**config.mk**
```make
export PLATFORM = sky130hd
export DESIGN_NAME = aes_encrypt_iter
export DESIGN_NICKNAME = d
export VERILOG_FILES = /design/src/rtl/aes_encrypt_iter.sv
export SDC_FILE = /design/constraint.sdc
export NUM_CORES = 2
export LEC_CHECK = 0
export BUFFER_PORTS_ARGS = -buffer_cell sky130_fd_sc_hd__buf_2
export CAP_MARGIN = 5
export CORE_AREA = 5 5 654 656
export DETAILED_ROUTE_END_ITERATION = 8
export DIE_AREA = 0 0 659 661
export PLACE_DENSITY = 0.42
export SLEW_MARGIN = 5
export SYNTH_ARGS = -nofsm -noshare
export SYNTH_HDL_FRONTEND = slang
export SYNTH_SLANG_ARGS = --single-unit
```
**constraint.sdc**
```tcl
create_clock -name clk -period 6.1 [get_ports clk]
set_input_delay 0.61 -clock clk [delete_from_list [all_inputs] [get_ports clk]]
set_output_delay 0.61 -clock clk [all_outputs]
set_load 0.01 [all_outputs]
```
**src/rtl/aes_encrypt_iter.sv**
```systemverilog
// Iterative AES encryption core: one cipher round per clock over an externally expanded key schedule.
module aes_encrypt_iter #(
  parameter int unsigned nk = 4,
  parameter int unsigned nr = 10
) (
  input  logic                    clk,
  input  logic                    reset,
  input  logic                    start,
  input  logic [127:0]            state_in,
  input  logic [0:((nr+1)*128)-1] w,
  output logic                    busy,
  output logic                    out_valid,
  output logic [127:0]            out
);

  // Counter is sized for the larger of the round counts implied by nr and by nk.
  localparam int unsigned rnd_w = ($clog2(nr + 1) > $clog2(nk + 7)) ? $clog2(nr + 1) : $clog2(nk + 7);

  localparam logic [0:255][7:0] s_box = {
    128'h637c777bf26b6fc53001672bfed7ab76, 128'hca82c97dfa5947f0add4a2af9ca472c0,
    128'hb7fd9326363ff7cc34a5e5f171d83115, 128'h04c723c31896059a071280e2eb27b275,
    128'h09832c1a1b6e5aa0523bd6b329e32f84, 128'h53d100ed20fcb15b6acbbe394a4c58cf,
    128'hd0efaafb434d338545f9027f503c9fa8, 128'h51a3408f929d38f5bcb6da2110fff3d2,
    128'hcd0c13ec5f974417c4a77e3d645d1973, 128'h60814fdc222a908846eeb814de5e0bdb,
    128'he0323a0a4906245cc2d3ac629195e479, 128'he7c8376d8dd54ea96c56f4ea657aae08,
    128'hba78252e1ca6b4c6e8dd741f4bbd8b8a, 128'h703eb5664803f60e613557b986c11d9e,
    128'he1f8981169d98e949b1e87e9ce5528df, 128'h8ca1890dbfe6426841992d0fb054bb16
  };

  typedef enum logic [1:0] {IDLE, RUN, DONE} state_t;

  state_t             state_q, state_d;
  logic [rnd_w-1:0]   rnd_q, rnd_d;
  logic [127:0]       data_q, data_d;
  logic               busy_q, busy_d;
  logic               valid_q, valid_d;
  logic [127:0]       round_key;
  logic [127:0]       ss_c;
  logic [127:0]       mc_c;

  function automatic logic [7:0] xtime(input logic [7:0] b);
    return {b[6:0], 1'b0} ^ (b[7] ? 8'h1b : 8'h00);
  endfunction

  // SubBytes and ShiftRows fused: output byte (row r, col c) takes input byte (r, (c+r) mod 4).
  function automatic logic [127:0] sub_shift(input logic [127:0] s);
    logic [127:0] r;
    r = '0;
    for (int c = 0; c < 4; c++) begin
      for (int rr = 0; rr < 4; rr++) begin
        r[127 - 8*(4*c + rr) -: 8] = s_box[s[127 - 8*(4*((c + rr) % 4) + rr) -: 8]];
      end
    end
    return r;
  endfunction

  function automatic logic [127:0] mix_columns(input logic [127:0] s);
    logic [127:0] r;
    logic [31:0]  col;
    logic [7:0]   a0, a1, a2, a3;
    r = '0;
    for (int c = 0; c < 4; c++) begin
      col = s[127 - 32*c -: 32];
      a0  = col[31:24];
      a1  = col[23:16];
      a2  = col[15:8];
      a3  = col[7:0];
      r[127 - 32*c -: 32] = {xtime(a0) ^ xtime(a1) ^ a1 ^ a2 ^ a3,
                             a0 ^ xtime(a1) ^ xtime(a2) ^ a2 ^ a3,
                             a0 ^ a1 ^ xtime(a2) ^ xtime(a3) ^ a3,
                             xtime(a0) ^ a0 ^ a1 ^ a2 ^ xtime(a3)};
    end
    return r;
  endfunction

  always_comb begin
    round_key = w[32'(rnd_q) * 32'd128 +: 128];
    ss_c      = sub_shift(data_q);
    mc_c      = mix_columns(ss_c);
  end

  // Next-state and datapath: load on accept, full rounds until nr, final round skips MixColumns.
  always_comb begin
    state_d = state_q;
    rnd_d   = rnd_q;
    data_d  = data_q;
    unique case (state_q)
      IDLE: begin
        if (start) begin
          data_d  = state_in ^ w[0 +: 128];
          rnd_d   = rnd_w'(1);
          state_d = RUN;
        end
      end
      RUN: begin
        if (rnd_q == rnd_w'(nr)) begin
          data_d  = ss_c ^ round_key;
          state_d = DONE;
        end else begin
          data_d = mc_c ^ round_key;
          rnd_d  = rnd_q + rnd_w'(1);
        end
      end
      DONE: begin
        if (start) begin
          data_d  = state_in ^ w[0 +: 128];
          rnd_d   = rnd_w'(1);
          state_d = RUN;
        end else begin
          state_d = IDLE;
        end
      end
      default: state_d = IDLE;
    endcase
    busy_d  = (state_d == RUN);
    valid_d = (state_d == DONE);
  end

  always_ff @(posedge clk or posedge reset) begin
    if (reset) begin
      state_q <= IDLE;
      rnd_q   <= '0;
      data_q  <= '0;
      busy_q  <= 1'b0;
      valid_q <= 1'b0;
    end else begin
      state_q <= state_d;
      rnd_q   <= rnd_d;
      data_q  <= data_d;
      busy_q  <= busy_d;
      valid_q <= valid_d;
    end
  end

  assign busy      = busy_q;
  assign out_valid = valid_q;
  assign out       = data_q;

endmodule

```
==> run summary <==
Status = finished, final reports clean
Post-route setup slack = 958 ps
Final WL = 747 mm
Vias = 106,000
Area of the multi-input gates = 70,300 um^2
Period utilisation layout = 84.3%
CP arrival = 5550 ps
GR Util met2 = 47.9%
H-Tree Level Count = 4
TritonCTS Sinks = 136
Fin crit period = 5140 ps
Worst slew pin tran = 1350 ps
Mapped cell area = 80,400 um^2
First-pass GRT wire length = 963 mm
Ranking of synthesized cells by area = mux4_2 (16%), o21ai_0 (6.1%), a21oi_1 (4.9%), nand2_1 (4.4%), xnor2_1 (4.3%)
Sequential area share after synthesis = 4.23%
Max-Cap Viols = 0
Antenna violations before repair = 347
All-Layer GR Usage = 32.3%
Place WS = 1130 ps
Relative slew margins = 9.34%
Crit. End Element = register
Reg2reg start = out[17]
Mapped Cells = 10,900
HP Class = in -> async
CTS buffer count = 17
Die Y = 661 um
CTS root buf = clkbuf_16
CTS Hold Bufs = 0
Final Skew = 27.1 ps
Async set-reset flop share out of synthesis = 100%
Worst skew pair latency = 550 ps
Top-count cell post-synth = o21ai_0
Dominant cell type by area after synthesis = mux4_2
Area of the core = 422,000 um^2
Total global routing overflow = 0
Post-CTS setup buffer count = 0
Initial DRC Count = 18,000
Post-synthesis cell type count = 131
Die area = 436,000 um^2
Final setup vio count = 0
Die width = 659 um
Maximum fanout along the worst path = 21
Via-to-Cell Ratio = 5.99
Largest net degree at the start of global routing = 152
Critical path class = reg -> reg
Clock-pin slew on the worst setup and hold paths = 100 ps
CTS tree = done
# port buffers = 1,668
Setup TNS = 0 ps
Fraction of layout cells with a size suffix above 1 = 26.3%
Syn nets = 12,700
Max frequency = 194 MHz
Max-slew violations = 0
Ys Warns = 0
Final GP Congestion = 1.07
Most instantiated cells after synthesis = o21ai_0 (979), nand2_1 (945), a21oi_1 (781), nor2_1 (716), clkbuf_1 (654)
Longest Clk Path Bufs = 2
RSZ-0062 raised after global routing = false
Area delta synth->final = 18.7%
Number of global-route vias before repair = 96,200
Ys flop type = dfrtp_1
DR WL/cell = 42.1 um
Met1 GRT Util = 40.4%
Starting density of the core = 19.1%
Worst EP required = 6510 ps
Met3 global-route usage = 10.9%
Post_cts resized = 0
Worst R2R End = out[41]
Row count = 239
DRC errors left = 0
Avg Inst Size Synth = 7.38 um^2
Worst setup SP type = register
GR peak layer = met2
Reg area = 3540 um^2
Final-stage net count = 13,500
Num ports = 1,669
DP HPWL = 612 mm
Post-synth EDFFs = 0
Antenna Nets Post-Route = 0
Fillers = 47,800
Synth top area share = 15.5%
Pre-antenna DRT Iters = 7
Final Hold Vio Count = 0
FF+latch count, synth = 136
R2r setup slk = 960 ps
Worst reg2reg path depth = 12
Fin util = 22.6%
==> sequential cells by signal, indices dropped and copies added (netlist names) <==
name,cells
state_q,2
out_valid,1
rnd_q,4
out,128
busy,1
==> area by class of cell <==
cell class                 instances  area share, %
clock inverter                    15          0.140
sequential                       136           3.70
tap                             5543           7.26
timing repair buffer            2149           12.9
clock buffer                      17          0.445
multi-input combinational       9250           73.6
antenna                          478           1.25
inverter                         171          0.680
==> metal layers <==
layer	wire length (um)	share of wire, %	vias up
met3	87700	12	1630
met1	288000	39	52500
li1	-	-	43800
met5	766	0.10	-
met2	316000	42	8371
met4	54300	7.3	112
==> cell families (layout without fill, tap and decap cells) <==
| logic type | count (synthesis) | count (layout) | synth area share, % |
|---|---|---|---|
| other cells | 0 | 478 | 0 |
| mux | 854 | 854 | 19.4 |
| buf+inv | 1507 | 2352 | 8.57 |
| simple gates | 3413 | 3413 | 20.8 |
| fa+ha+maj | 235 | 235 | 3.64 |
| flops | 136 | 136 | 4.23 |
| compound gates | 3967 | 3967 | 33.3 |
| xor+xnor | 781 | 781 | 9.98 |
==> per-stage QoR <==
stage,hold WS (ps),cell area [um^2],cells
final,10.3,95500,17800
after detailed placement,505,93700,17200
after CTS,99.3,94300,17300
after floorplan,573,80400,10900
after global routing,70.5,95100,17600
after global placement,501,93700,17200
==> worst max-delay path: stages, from the launching register on <==
cell and delay [ps]:
dfrtp_1 360, buf_4 310, ha_1 880, nand2b_1 490, a21oi_1 310, a21oi_1 60, mux4_2 500, mux4_2 590
xor2_1 300, xnor2_1 200, xnor3_1 430, a21oi_1 480, a21oi_1 80
==> layout by cell type (no fill, tap or decap), types with 100 or more instances in the layout <==
master / count
o311ai_0: 122
inv_1: 119
xnor2_1: 392
a31oi_1: 208
ha_1: 229
o22ai_1: 140
nor2b_1: 299
a211oi_1: 157
a21oi_1: 780
nor2_1: 712
o31ai_1: 122
o221ai_1: 150
o211ai_1: 306
mux4_2: 555
nand3_1: 281
nand2b_1: 329
nand2_1: 942
a311oi_1: 125
o21ai_0: 956
buf_2: 1668
mux2i_1: 244
xor2_1: 298
and2_1: 100
diode_2: 478
nor3_1: 287
buf_4: 450
==> worst max-delay path by stage <==
stage / from / to / slack (ps) / cells after the start
after floorplan: out[65] / out[41] / 1750 / 15
after global placement: out[17] / out[41] / 1090 / 12
after detailed placement: out[17] / out[41] / 1130 / 12
after CTS: out[17] / out[41] / 1130 / 12
after global routing: out[9] / out[86] / 790 / 12
final: out[17] / out[41] / 960 / 12
Power is left out: the tool's default activity adds up to more than one toggle a clock period on the data nets, which glitch-free logic cannot reach.
